File: src/rtl/fetch_queue_pkg.sv
// Shared fetch-stage definitions: default address map, NOP encoding, queue entry type.
package mips_defs;

  localparam logic [31:0] RESET_PC  = 32'h0000_3000;
  localparam logic [31:0] IM_BASE   = 32'h0000_3000;
  localparam logic [31:0] IM_LIMIT  = 32'h0000_6FFC;
  localparam logic [31:0] NOP_INSTR = 32'h0000_0000;

  typedef struct packed {
    logic [31:0] pc;
    logic [31:0] instr;
    logic        adel;
  } fetch_entry_t;

  // Misaligned or outside the instruction window.
  function automatic logic fetch_adel(input logic [31:0] pc,
                                      input logic [31:0] base,
                                      input logic [31:0] limit);
    return (pc[1:0] != 2'b00) || (pc < base) || (pc > limit);
  endfunction

endpackage

File: src/rtl/fetch_queue_if.sv
// Fetch-side and decode-side signals of the fetch queue; the queue binds the slave modport.
interface fetch_queue_if #(
  parameter int DEPTH = 4
);
  localparam int CW = $clog2(DEPTH) + 1;

  logic [31:0]   pc_i;
  logic [31:0]   instr_i;
  logic          fetch_valid;
  logic          flush;
  logic          deq;
  logic          stall_o;
  logic          if_valid;
  logic [31:0]   if_pc;
  logic [31:0]   if_instr;
  logic [31:0]   if_pc8;
  logic          if_adel;
  logic [CW-1:0] count;

  modport master (
    output pc_i, instr_i, fetch_valid, flush, deq,
    input  stall_o, if_valid, if_pc, if_instr, if_pc8, if_adel, count
  );

  modport slave (
    input  pc_i, instr_i, fetch_valid, flush, deq,
    output stall_o, if_valid, if_pc, if_instr, if_pc8, if_adel, count
  );

endinterface

File: src/rtl/fetch_queue_mem.sv
// Entry storage for the fetch queue: one write port, one asynchronous read port, no data reset.
module fetch_queue_mem
  import mips_defs::fetch_entry_t;
#(
  parameter int DEPTH = 4
) (
  input  logic                     clk,
  input  logic                     we,
  input  logic [$clog2(DEPTH)-1:0] waddr,
  input  fetch_entry_t             wdata,
  input  logic [$clog2(DEPTH)-1:0] raddr,
  output fetch_entry_t             rdata
);

  fetch_entry_t mem [DEPTH];

  always_ff @(posedge clk) begin
    if (we) mem[waddr] <= wdata;
  end

  assign rdata = mem[raddr];

endmodule

File: src/rtl/fetch_queue.sv
// Instruction-fetch queue between PC/IMEM and decode; stalls the PC when full, drops all on flush.
// Optional same-cycle bypass when empty: define FETCH_QUEUE_BYPASS_EN.
module fetch_queue
  import mips_defs::fetch_entry_t;
  import mips_defs::fetch_adel;
  import mips_defs::NOP_INSTR;
#(
  parameter int          DEPTH    = 4,
  parameter logic [31:0] RESET_PC = mips_defs::RESET_PC,
  parameter logic [31:0] IM_BASE  = mips_defs::IM_BASE,
  parameter logic [31:0] IM_LIMIT = mips_defs::IM_LIMIT
) (
  input  logic          clk,
  input  logic          reset,
  fetch_queue_if.slave  bus
);

  localparam int AW = $clog2(DEPTH);
  localparam int CW = AW + 1;

  logic [AW-1:0]    wr_ptr, rd_ptr;
  logic [CW-1:0]    count_q;
  logic [DEPTH-1:0] valid_q;
  logic             full, empty;
  logic             enq_fire, deq_fire, we;
  fetch_entry_t     wdata, head;

  assign full     = (count_q == CW'(DEPTH));
  assign empty    = (count_q == '0);
  assign enq_fire = bus.fetch_valid && !full && !bus.flush;
  assign deq_fire = bus.deq && !empty && !bus.flush;

  always_comb begin
    wdata.pc    = bus.pc_i;
    wdata.adel  = fetch_adel(bus.pc_i, IM_BASE, IM_LIMIT);
    wdata.instr = wdata.adel ? NOP_INSTR : bus.instr_i;
  end

`ifdef FETCH_QUEUE_BYPASS_EN
  logic byp, byp_take;
  assign byp      = empty && enq_fire;
  // A bypassed fetch consumed by decode the same cycle never touches storage.
  assign byp_take = byp && bus.deq;
  assign we       = enq_fire && !byp_take;
`else
  assign we       = enq_fire;
`endif

  always_ff @(posedge clk or posedge reset) begin
    if (reset) begin
      wr_ptr  <= '0;
      rd_ptr  <= '0;
      count_q <= '0;
      valid_q <= '0;
    end else if (bus.flush) begin
      wr_ptr  <= '0;
      rd_ptr  <= '0;
      count_q <= '0;
      valid_q <= '0;
    end else begin
      if (we) begin
        wr_ptr          <= wr_ptr + AW'(1);
        valid_q[wr_ptr] <= 1'b1;
      end
      if (deq_fire) begin
        rd_ptr          <= rd_ptr + AW'(1);
        valid_q[rd_ptr] <= 1'b0;
      end
      count_q <= count_q + CW'(we) - CW'(deq_fire);
    end
  end

  fetch_queue_mem #(.DEPTH(DEPTH)) u_mem (
    .clk   (clk),
    .we    (we),
    .waddr (wr_ptr),
    .wdata (wdata),
    .raddr (rd_ptr),
    .rdata (head)
  );

  always_comb begin
    bus.if_valid = 1'b0;
    bus.if_pc    = RESET_PC;
    bus.if_instr = NOP_INSTR;
    bus.if_adel  = 1'b0;
    if (valid_q[rd_ptr]) begin
      bus.if_valid = 1'b1;
      bus.if_pc    = head.pc;
      bus.if_instr = head.instr;
      bus.if_adel  = head.adel;
    end
`ifdef FETCH_QUEUE_BYPASS_EN
    else if (byp) begin
      bus.if_valid = 1'b1;
      bus.if_pc    = wdata.pc;
      bus.if_instr = wdata.instr;
      bus.if_adel  = wdata.adel;
    end
`endif
    bus.if_pc8 = bus.if_pc + 32'd8;
  end

  assign bus.stall_o = full;
  assign bus.count   = count_q;

endmodule

File: src/flat_wrapper.sv
// flat-port wrapper written by rule: the top's interface ports become plain ports
module fetch_queue_flat import mips_defs::fetch_entry_t; import mips_defs::fetch_adel; import mips_defs::NOP_INSTR;
#(
  parameter int          DEPTH    = 4,
  parameter logic [31:0] RESET_PC = mips_defs::RESET_PC,
  parameter logic [31:0] IM_BASE  = mips_defs::IM_BASE,
  parameter logic [31:0] IM_LIMIT = mips_defs::IM_LIMIT
)
  (clk, reset, bus_pc_i, bus_instr_i, bus_fetch_valid, bus_flush, bus_deq, bus_stall_o, bus_if_valid, bus_if_pc, bus_if_instr, bus_if_pc8, bus_if_adel, bus_count);
  fetch_queue_if #(.DEPTH(DEPTH)) bus_i ();
  input  logic clk;
  input  logic reset;
  input wire logic [$bits(bus_i.pc_i)-1:0] bus_pc_i;
  input wire logic [$bits(bus_i.instr_i)-1:0] bus_instr_i;
  input wire logic [$bits(bus_i.fetch_valid)-1:0] bus_fetch_valid;
  input wire logic [$bits(bus_i.flush)-1:0] bus_flush;
  input wire logic [$bits(bus_i.deq)-1:0] bus_deq;
  output wire logic [$bits(bus_i.stall_o)-1:0] bus_stall_o;
  output wire logic [$bits(bus_i.if_valid)-1:0] bus_if_valid;
  output wire logic [$bits(bus_i.if_pc)-1:0] bus_if_pc;
  output wire logic [$bits(bus_i.if_instr)-1:0] bus_if_instr;
  output wire logic [$bits(bus_i.if_pc8)-1:0] bus_if_pc8;
  output wire logic [$bits(bus_i.if_adel)-1:0] bus_if_adel;
  output wire logic [$bits(bus_i.count)-1:0] bus_count;
  assign bus_i.pc_i = bus_pc_i;
  assign bus_i.instr_i = bus_instr_i;
  assign bus_i.fetch_valid = bus_fetch_valid;
  assign bus_i.flush = bus_flush;
  assign bus_i.deq = bus_deq;
  assign bus_stall_o = bus_i.stall_o;
  assign bus_if_valid = bus_i.if_valid;
  assign bus_if_pc = bus_i.if_pc;
  assign bus_if_instr = bus_i.if_instr;
  assign bus_if_pc8 = bus_i.if_pc8;
  assign bus_if_adel = bus_i.if_adel;
  assign bus_count = bus_i.count;
  fetch_queue #(.DEPTH(DEPTH), .RESET_PC(RESET_PC), .IM_BASE(IM_BASE), .IM_LIMIT(IM_LIMIT)) u_core (.clk(clk), .reset(reset), .bus(bus_i));
endmodule
File: config.mk
export PLATFORM = sky130hd
export DESIGN_NAME = fetch_queue_flat
export DESIGN_NICKNAME = d
export VERILOG_FILES = /design/src/rtl/fetch_queue_pkg.sv /design/src/rtl/fetch_queue_if.sv /design/src/rtl/fetch_queue_mem.sv /design/src/rtl/fetch_queue.sv /design/src/flat_wrapper.sv
export SDC_FILE = /design/constraint.sdc
export NUM_CORES = 1
export LEC_CHECK = 0
export ABC_CLOCK_PERIOD_IN_PS = 9100
export CORE_UTILIZATION = 29
export CTS_CLUSTER_DIAMETER = 120
export DETAILED_ROUTE_END_ITERATION = 10
export PLACE_DENSITY = 0.52
export RECOVER_POWER = 50
export SYNTH_ARGS = -nofsm -noshare
export SYNTH_HDL_FRONTEND = slang
export SYNTH_SLANG_ARGS = --single-unit
export TNS_END_PERCENT = 100
File: constraint.sdc
create_clock -name clk -period 9.1 [get_ports clk]
set_input_delay 0.91 -clock clk [delete_from_list [all_inputs] [get_ports clk]]
set_output_delay 0.91 -clock clk [all_outputs]
set_load 0.03 [all_outputs]
==> summary.md, run 1 <==
| Metric | Value |
|---|---|
| Final Hold Viols | 0 |
| Net Sw Frac | 0.306 |
| Cells after Synth | 624 |
| Fin Clk Skew | 0.0112 ns |
| Syn_area_per_cell | 18.4 um2 |
| Resized cells post-CTS | 0 |
| Post-route cell area | 0.0146 mm2 |
| Clk_lat worst skew | 0.53 ns |
| CP required | 8.19 ns |
| Peak VDD IR | 0.000135 V |
| DRC errors left | 0 |
| Root Buffer | clkbuf_16 |
| Number of flops mapped to enable cells by yosys | 260 |
| Die Wd | 201 um |
| Nets | 880 |
| Sequential area share after synthesis | 0.704 |
| Clock tree sinks | 271 |
| Setup TNS | 0 ns |
| Async set-or-reset flop fraction in the synthesized netlist | 0.0406 |
| Vias in the first global route | 6475 |
| Wire per inst | 19.9 um |
| Fin util | 0.376 |
| Commonest non-fill, non-tap cells in the layout | edfxtp_1, clkdlybuf4s50_1, and2_1, mux4_2, dlygate4sd3_1 |
| # hold bufs at CTS | 0 |
| # setup viols final | 0 |
| Seq cells post-synth | 271 |
| Initial Util | 0.296 |
| Gr usage total | 0.132 |
| Placeable Area | 0.0388 mm2 |
| Library cells used by synthesis | 36 |
| Syn_nets | 705 |
| Vias per cell | 4.49 |
| Maximum clock insertion buffer count | 3 |
| CTS Buf Count | 29 |
| Placed cell area | 0.0137 mm2 |
| Ratio of cells with drive above 1 in the final layout | 0.129 |
| Max-Cap Viols | 4 |
| Postcts setup bufs | 0 |
| H-tree depth | 1 |
| Status | complete, but fails checks |
| Leakage | 4.75 nW |
| Clk pwr share | 0.295 |
| Int Power | 2.58 mW |
| Iteration-0 DRC Markers | 259 |
| Pwr per Cell Area | 254 mW/mm2 |
| Slew Viols, Final | 120 |
| Multi-input gate area | 0.00317 mm2 |
| Crit start category | register |
| Initial antenna violation count | 3 |
| Most common cell after layout, fill and taps aside | edfxtp_1 |
| Slew HR | -0.604 |
| Worst path arrival time | 5.74 ns |
| Total chip power | 3.71 mW |
| First-pass GRT wire length | 40600 um |
| Port Buffers | 170 |
| Fillers | 3645 |
| Min cycle time layout | 6.65 ns |
| Kind of critical path | register to output pin |
| Slew @ Worst Pin | 2.41 ns |
| Worst Hold Margin | 0.593 ns |
| RSZ-0062 raised after global routing | no |
| Critical path endpoint category | output pin |
| ANT nets after route | 0 |
| Sequential cell area | 0.00809 mm2 |
| Final period utilization | 0.730 |
| Ports | 171 |
| Post-DP HPWL | 17000 um |
| Routed wire length | 26700 um |
| Drt pass-1 iters | 6 |
| Failing checks | max-capacitance violations, max-slew violations |
| Die Span Y | 201 um |
| Total gr overflow | 0 |
| Via count | 6012 |
| Dominant synthesized flop cell | edfxtp_1 |
| Hold Crit Class | register to register |
| Sequential power share | 0.408 |
| Switching pwr | 1.13 mW |
| Fmax | 150 MHz |
| Synth Cell Area | 0.0115 mm2 |
| Crit path max fanout | 53 |
| CTS tree | done |
| Cell Rows | 72 |
| Area Growth Syn to Fin | 27.1% |
| Largest net degree at the start of global routing | 54 |
| Die ar. | 0.0404 mm2 |
| Placer congestion estimate | 0.787 |
| Clock-pin slew on the worst setup and hold paths | 0.06 ns |
| Logic pwr share | 0.297 |
| Yosys Warn Count | 0 |
path summary, 6_finish.rpt:
path,startpoint,endpoint,slack [ns],depth (start not counted)
worst max-delay path,u_core.rd_ptr[0],bus_if_pc8[22],2.45,7
worst min-delay path,u_core.wr_ptr[1],u_core.wr_ptr[1],0.59,2
worst max register to register,u_core.bus.count[2],u_core.u_mem.mem[1][46],4.69,5
worst min register to register,u_core.wr_ptr[1],u_core.wr_ptr[1],0.59,2
max in group asynchronous,reset,u_core.rd_ptr[1],7.89,2
min in group asynchronous,reset,u_core.bus.count[2],0.83,2
through the flow:
stage               std cells  setup WS, ns
finish                   1339          2.45
global route             1337          1.78
CTS                      1337          3.34
detailed placement       1286          3.92
global placement         1286          3.96
floorplan                 624          4.45
logic make-up after synthesis:
logic type | count (synthesis) | synth area share
mux | 69 | 0.136
flops | 271 | 0.704
compound gates | 11 | 0.00610
simple gates | 183 | 0.0958
xor+xnor | 32 | 0.0244
fa+ha+maj | 12 | 0.0137
buf+inv | 46 | 0.0203
registers in the layout (all words and copies together), names as in the netlist:
signal	flops
u_core.rd_ptr	2
u_core.valid_q	4
u_core.wr_ptr	2
u_core.bus.count	3
u_core.u_mem.mem	260
area by class of cell:
| cell class | instances | share of cell area |
|---|---|---|
| sequential | 271 | 0.554 |
| multi-input combinational | 307 | 0.217 |
| timing repair buffer | 178 | 0.120 |
| clock buffer | 36 | 0.0542 |
| tap | 518 | 0.0444 |
| clock inverter | 15 | 0.00660 |
| inverter | 12 | 0.00308 |
| antenna | 2 | 0.000343 |
worst max-delay path: stages, from the launching register on:
cell	delay, ns
dfrtp_1	1.80
mux4_2	0.79
buf_4	0.53
nand4_1	0.22
or3b_1	0.55
nor4_1	0.41
xor2_1	0.18
clkdlybuf4s50_1	0.68
cell usage after synthesis (all sizes together) (2+ instances only):
library cell | number | share of area
edfxtp | 260 | 0.68
and2 | 100 | 0.054
mux4 | 66 | 0.13
xnor2 | 20 | 0.015
buf | 18 | 0.011
clkbuf | 16 | 0.0052
nand2 | 16 | 0.0052
inv | 12 | 0.0039
xor2 | 12 | 0.0092
and3 | 11 | 0.0060
dfrtp | 11 | 0.024
ha | 11 | 0.012
nor2 | 9 | 0.0029
nand3 | 8 | 0.0035
nand4 | 8 | 0.0044
and4 | 7 | 0.0053
nor4 | 7 | 0.0038
a21oi | 5 | 0.0022
nor2b | 5 | 0.0027
a211oi | 4 | 0.0026
nor3 | 4 | 0.0017
mux2i | 3 | 0.0026
nand2b | 3 | 0.0016
nand4b | 2 | 0.0015
power groups by stage:
stage	Sequential [mW]	Clock [mW]	Combinational [mW]
2_1_floorplan	1.50	0	0.752
3_3_place_gp	1.54	0	1.12
3_5_place_dp	1.55	0	1.12
4_1_cts	1.52	1.13	1.12
5_1_grt	1.53	1.17	1.18
6_report	1.51	1.09	1.10
routing by layer:
layer,vias up,routed length (um),track usage
met4,0,495,0.0270
li1,2793,-,-
met3,38,1330,0.0248
met2,180,12700,0.219
met5,-,0,0
met1,3001,12100,0.179
(Power assumes the default switching activity.)
==> inputs of run 2 (changes only) <==
Settings changed: ABC_CLOCK_PERIOD_IN_PS 9100 to 5300, PLACE_DENSITY 0.52 to 0.54.
Clock period 9.1 ns to 5.3 ns, I/O delays scaled along.
==> run 2 against run 1 <==
  * The flow still finishes with violations (max-capacitance violations, max-slew violations)
  * Critical path depth unchanged
  * Global-route usage shrank 0.42 points
  * Worst setup slack got worse by 1.8 ns
  * Die area did not move
  * Final cell count is 0.75% higher
  * Clock skew increased by 0.00080 ns
  * Total power increased by 77%
  * Largest cell class unchanged
==> summary.md, run 2 (synthesized netlist as in run 1, its figures left out) <==
| Metric | Value |
|---|---|
| Status | complete, but fails checks |
| Failing checks | max-capacitance violations, max-slew violations |
| RSZ-0062 raised after global routing | no |
| Ports | 171 (unchanged) |
| Setup TNS | 0 ns (unchanged) |
| Int Power | 4.60 mW (+79%) |
| CTS Buf Count | 31 (+6.9%) |
| H-tree depth | 1 (unchanged) |
| Final Hold Viols | 0 (unchanged) |
| Most common cell after layout, fill and taps aside | edfxtp_1 |
| Biggest register | u_core.u_mem.mem |
| Post-DP HPWL | 16300 um (-4.0%) |
| Max-Cap Viols | 3 (-1) |
| Finished Layout Cells | 1349 (+0.75%) |
| Cell Rows | 72 (unchanged) |
| Worst R2R Path Depth | 5 (unchanged) |
| Commonest non-fill, non-tap cells in the layout | edfxtp_1, clkdlybuf4s50_1, and2_1, mux4_2, dlygate4sd3_1 |
| Pwr per Cell Area | 446 mW/mm2 (+75%) |
| Fin Clk Skew | 0.0120 ns (+0.000798 ns) |
| Crit-path leading delay family | simple AND/OR/NAND/NOR gates |
| Kind of critical path | register to output pin |
| Gr usage total | 0.128 (-0.00418) |
| Postcts setup bufs | 0 (unchanged) |
| Post-route cell area | 0.0148 mm2 (+1.1%) |
| Worst Hold Margin | 0.410 ns (-0.183 ns) |
| Switching pwr | 1.98 mW (+74%) |
| R2r endpoint | u_core.u_mem.mem[0][31] |
| Fin util | 0.380 (+0.00406) |
| Final period utilization | 0.874 |
| Nets | 887 (+0.80%) |
| Maximum clock insertion buffer count | 3 (unchanged) |
| Min cycle time layout | 4.63 ns |
| Placer congestion estimate | 0.794 (+0.89%) |
| Peak VDD IR | 0.000252 V (+86%) |
| Reg-to-reg slack, setup | 0.99 ns (-3.70 ns) |
| Clk pwr share | 0.317 (+0.022) |
| Placeable Area | 0.0388 mm2 (unchanged) |
| Slew HR | -0.837 (-0.233) |
| Setup WS pre-CTS | 1.22 ns (-2.69 ns) |
| Worst path arrival time | 4.10 ns (-1.64 ns) |
| # setup viols final | 0 (unchanged) |
| Iteration-0 DRC Markers | 331 (+28%) |
| Ratio of cells with drive above 1 in the final layout | 0.136 (+0.00672) |
| Slew @ Worst Pin | 2.76 ns (+0.349 ns) |
| Die Wd | 201 um (unchanged) |
| Slew Viols, Final | 115 (-4.2%) |
| Fillers | 3599 (-1.3%) |
| Crit start category | register |
| Leakage | 4.83 nW (+1.7%) |
| Worst Setup SP | u_core.rd_ptr[0] |
| First-pass GRT wire length | 39600 um (-2.4%) |
| Worst setup margin | 0.667 ns (-1.79 ns) |
| Hold Crit Class | input pin to asynchronous set/reset pin |
| Reg-to-reg critical path startpoint | u_core.bus.count[2] |
| Routed wire length | 25900 um (-3.0%) |
| Clock tree sinks | 271 (unchanged) |
| Inst Count DP | 1291 (+0.39%) |
| CP required | 4.77 ns (-3.42 ns) |
| CP max stage delay | 0.68 ns (-1.12 ns) |
| Wire per inst | 19.2 um (-3.7%) |
| Via count | 6093 (+1.3%) |
| Worst Setup EP | bus_if_pc8[24] |
| Initial antenna violation count | 5 (+2) |
| Port Buffers | 170 (unchanged) |
| Drt pass-1 iters | 4 (-2) |
| CTS tree | done |
| Die Span Y | 201 um (unchanged) |
| Logic pwr share | 0.292 (-0.005) |
| ANT nets after route | 0 (unchanged) |
| Placed cell area | 0.0138 mm2 (+0.27%) |
| Sequential power share | 0.390 (-0.018) |
| Net Sw Frac | 0.301 (-0.00502) |
| CP Cell Sequence | mux4_2 -> buf_4 -> nand4_1 -> or3b_1 -> nor4_1 -> xnor2_1 -> clkdlybuf4s50_1 |
| # hold bufs at CTS | 0 (unchanged) |
| Total chip power | 6.58 mW (+77%) |
| Logic depth of the worst path, buffers included | 7 (unchanged) |
| Resized cells post-CTS | 0 (unchanged) |
| Vias in the first global route | 6571 (+1.5%) |
| Die ar. | 0.0404 mm2 (unchanged) |
| DRC errors left | 0 (unchanged) |
| Area Growth Syn to Fin | 28.5% |
| Critical path endpoint category | output pin |
| Slowest CP cell | clkdlybuf4s50_1 |
| Fmax | 216 MHz |
| Total gr overflow | 0 (unchanged) |
| Clk_lat worst skew | 0.57 ns (+0.04 ns) |
| Vias per cell | 4.52 (+0.60%) |
| Largest register FFs | 260 (unchanged) |
| Clock-pin slew on the worst setup and hold paths | 0.06 ns (about the same) |
| Worst Path Buf+Inv | 2 (unchanged) |
| Root Buffer | clkbuf_16 |
| Largest net degree at the start of global routing | 63 (+17%) |
| Crit path max fanout | 37 (-30%) |
| Initial Util | 0.296 (unchanged) |
[run 2: worst reg2reg max path, stage by stage (launching register included)]
cell     delay [ns]
dfrtp_1        0.40
nor3b_1        0.16
nor2b_1        0.44
nor2b_1        0.42
and2_1         2.07
buf_4          0.52
[run 2: worst min path at each step]
stage                           from                   to  slack (ns)
floorplan                      reset  u_core.bus.count[0]        0.38
global placement    u_core.wr_ptr[1]     u_core.wr_ptr[1]        0.58
detailed placement  u_core.wr_ptr[1]     u_core.wr_ptr[1]        0.57
CTS                            reset  u_core.bus.count[2]        0.26
global route                   reset     u_core.wr_ptr[0]        0.43
finish                         reset     u_core.wr_ptr[0]        0.41
[run 2: power by group through the flow]
stage | registers, mW | logic (mW) | clock network [mW]
finish | 2.57 | 1.92 | 2.09
global route | 2.59 | 2.06 | 2.22
CTS | 2.57 | 1.97 | 2.14
detailed placement | 2.62 | 1.96 | 0
global placement | 2.61 | 1.97 | 0
floorplan | 2.58 | 1.29 | 0
[run 2: layer usage]
metal	GRT usage	share of wire
met3	0.0310	0.065
met4	0.0335	0.022
met5	0	0.00050
met2	0.214	0.47
met1	0.164	0.44
[run 2: final cells by class]
cell class | count | area, um2 | share of cell area
Clock buffer | 35 | 791 | 0.0536
Tap cell | 518 | 648 | 0.0439
Inverter | 12 | 45.0 | 0.00305
Timing Repair Buffer | 183 | 1790 | 0.121
Multi-Input combinational cell | 307 | 3170 | 0.215
Clock inverter | 22 | 218 | 0.0148
Antenna cell | 1 | 2.50 | 0.000170
Sequential cell | 271 | 8090 | 0.548
==> inputs of run 3 (changes only) <==
Settings changed: ABC_CLOCK_PERIOD_IN_PS 5300 to 4340, PLACE_DENSITY 0.54 to default.
Clock period 5.3 ns to 4.34 ns, I/O delays scaled along.
==> run 3 against run 2 <==
  * The run still ends with max-capacitance violations, max-slew violations left
  * Non-clock buffer count fell by 1
  * Die area did not move
  * Worst hold slack got worse by 0.097 ns
  * Via count rose by 1.2%
  * Critical path type unchanged
  * Largest cell class unchanged
  * Highest routed layer is now met4
==> summary.md, run 3 (synthesized netlist as in run 1, its figures left out) <==
| Metric | Value |
|---|---|
| Via count | 6166 (+1.2%) |
| Max-Cap Viols | 4 (+1) |
| Hold Crit Class | input pin to asynchronous set/reset pin |
| CP required | 3.91 ns (-0.86 ns) |
| Final period utilization | 0.944 |
| Crit-path leading delay family | buffers and inverters |
| CP max stage delay | 0.68 ns (about the same) |
| Slowest CP cell | clkdlybuf4s50_1 |
| Largest register FFs | 260 (unchanged) |
| Largest net degree at the start of global routing | 42 (-33%) |
| Leakage | 4.86 nW (+0.57%) |
| Final Hold Viols | 0 (unchanged) |
| Met1 WL | 11300 um (-1.6%) |
| Most common cell after layout, fill and taps aside | edfxtp_1 |
| Worst setup margin | 0.244 ns (-0.423 ns) |
| Slew HR | -0.277 (+0.560) |
| Clk_lat worst skew | 0.55 ns (-0.02 ns) |
| Port Buffers | 170 (unchanged) |
| DRC errors left | 0 (unchanged) |
| Post-DP HPWL | 16400 um (+0.71%) |
| First-pass GRT wire length | 39000 um (-1.4%) |
| Vias in the first global route | 6564 (-0.11%) |
| Min cycle time layout | 4.10 ns |
| Ports | 171 (unchanged) |
| Sequential cell area | 0.00809 mm2 (unchanged) |
| Routed wire length | 25100 um (-2.9%) |
| ANT nets after route | 0 (unchanged) |
| Die Wd | 201 um (unchanged) |
| Fin Clk Skew | 0.0157 ns (+0.00367 ns) |
| Worst Path Buf+Inv | 2 (unchanged) |
| Setup WS pre-CTS | 0.766 ns (-0.457 ns) |
| Cell Rows | 72 (unchanged) |
| Initial antenna violation count | 4 (-1) |
| Die Span Y | 201 um (unchanged) |
| Gr usage total | 0.124 (-0.00338) |
| Die ar. | 0.0404 mm2 (unchanged) |
| Placer congestion estimate | 0.777 (-2.2%) |
| Met2 wire len | 11800 um (-2.9%) |
| Failing checks | max-capacitance violations, max-slew violations |
| Placeable Area | 0.0388 mm2 (unchanged) |
| Worst R2R Path Depth | 5 (unchanged) |
| Multi-input gate area | 0.00317 mm2 (about the same) |
| Iteration-0 DRC Markers | 272 (-18%) |
| Slew Viols, Final | 129 (+12%) |
| Highest metal used | met4 |
| Status | complete, but fails checks |
| Postcts setup bufs | 0 (unchanged) |
| Worst path arrival time | 3.66 ns (-0.44 ns) |
| Pwr per Cell Area | 544 mW/mm2 (+22%) |
| CTS tree | done |
| Kind of critical path | register to output pin |
| CTS Buf Count | 30 (-3.2%) |
| Wire per inst | 18.6 um (-2.8%) |
| Setup TNS | 0 ns (unchanged) |
| Maximum clock insertion buffer count | 3 (unchanged) |
| Vias per cell | 4.58 (+1.3%) |
| CP Cell Sequence | mux4_2 -> buf_4 -> and4_1 -> nand3_1 -> nor4_1 -> xor2_1 -> clkdlybuf4s50_1 |
| Biggest register | u_core.u_mem.mem |
| Root Buffer | clkbuf_16 |
| Total chip power | 8.05 mW (+22%) |
| Logic depth of the worst path, buffers included | 7 (unchanged) |
| Fillers | 3592 (-0.19%) |
| # setup viols final | 0 (unchanged) |
| Fin util | 0.381 (+0.000515) |
| Commonest non-fill, non-tap cells in the layout | edfxtp_1, clkdlybuf4s50_1, and2_1, mux4_2, dlygate4sd3_1 |
| Area Growth Syn to Fin | 28.7% |
| Drt pass-1 iters | 4 (unchanged) |
| RSZ-0062 raised after global routing | no |
| Nets | 885 (-0.23%) |
| Crit path max fanout | 33 (-11%) |
| Fmax | 244 MHz |
| Total gr overflow | 0 (unchanged) |
| Resized cells post-CTS | 0 (unchanged) |
| Crit start category | register |
| Ratio of cells with drive above 1 in the final layout | 0.154 (+0.0176) |
| Peak VDD IR | 0.000346 V (+37%) |
| Slew @ Worst Pin | 1.92 ns (-0.840 ns) |
| Clock-pin slew on the worst setup and hold paths | 0.06 ns (about the same) |
| WL met3 | 1580 um (-6.7%) |
| # hold bufs at CTS | 0 (unchanged) |
| Critical path endpoint category | output pin |
| Clock tree sinks | 271 (unchanged) |
| H-tree depth | 1 (unchanged) |
| Initial Util | 0.296 (unchanged) |
-- run 3: layer usage --
metal,vias to the layer above,GRT usage
met3,45,0.0286
met5,-,0
met4,0,0.0297
met2,199,0.205
li1,2801,-
met1,3121,0.165
-- run 3: path summary, 6_finish.rpt --
| kind | from | end | slack (ns) |
|---|---|---|---|
| min reg2reg | u_core.valid_q[2] | u_core.valid_q[2] | 0.59 |
| max | u_core.rd_ptr[0] | bus_if_pc8[22] | 0.24 |
| max in group asynchronous | reset | u_core.rd_ptr[1] | 3.68 |
| min in group clk | bus_pc_i[11] | u_core.u_mem.mem[2][44] | 0.58 |
| max reg2reg | u_core.bus.count[2] | u_core.u_mem.mem[3][27] | 0.75 |
| min | reset | u_core.wr_ptr[1] | 0.31 |
-- run 3: through the flow --
step           hold WS (ns)  std cells  cell area (um2)
3_3_place_gp          0.571       1290            13800
5_1_grt               0.344       1344            14800
6_report              0.313       1347            14800
3_5_place_dp          0.584       1290            13800
4_1_cts               0.180       1344            14800
2_1_floorplan         0.286        624            11500
-- run 3: report_power, final --
| part | total (mW) | internal [mW] | switching [mW] |
|---|---|---|---|
| Combinational | 2.35 | 1.04 | 1.31 |
| Sequential | 3.12 | 3.03 | 0.0861 |
| Clock | 2.57 | 1.54 | 1.03 |
-- run 3: cell type report --
class / count / area share
antenna: 3 / 0.000508
clock buffer: 36 / 0.0538
clock inverter: 18 / 0.0139
inverter: 12 / 0.00305
multi-input combinational: 307 / 0.215
sequential: 271 / 0.547
tap: 518 / 0.0439
timing repair buffer: 182 / 0.123
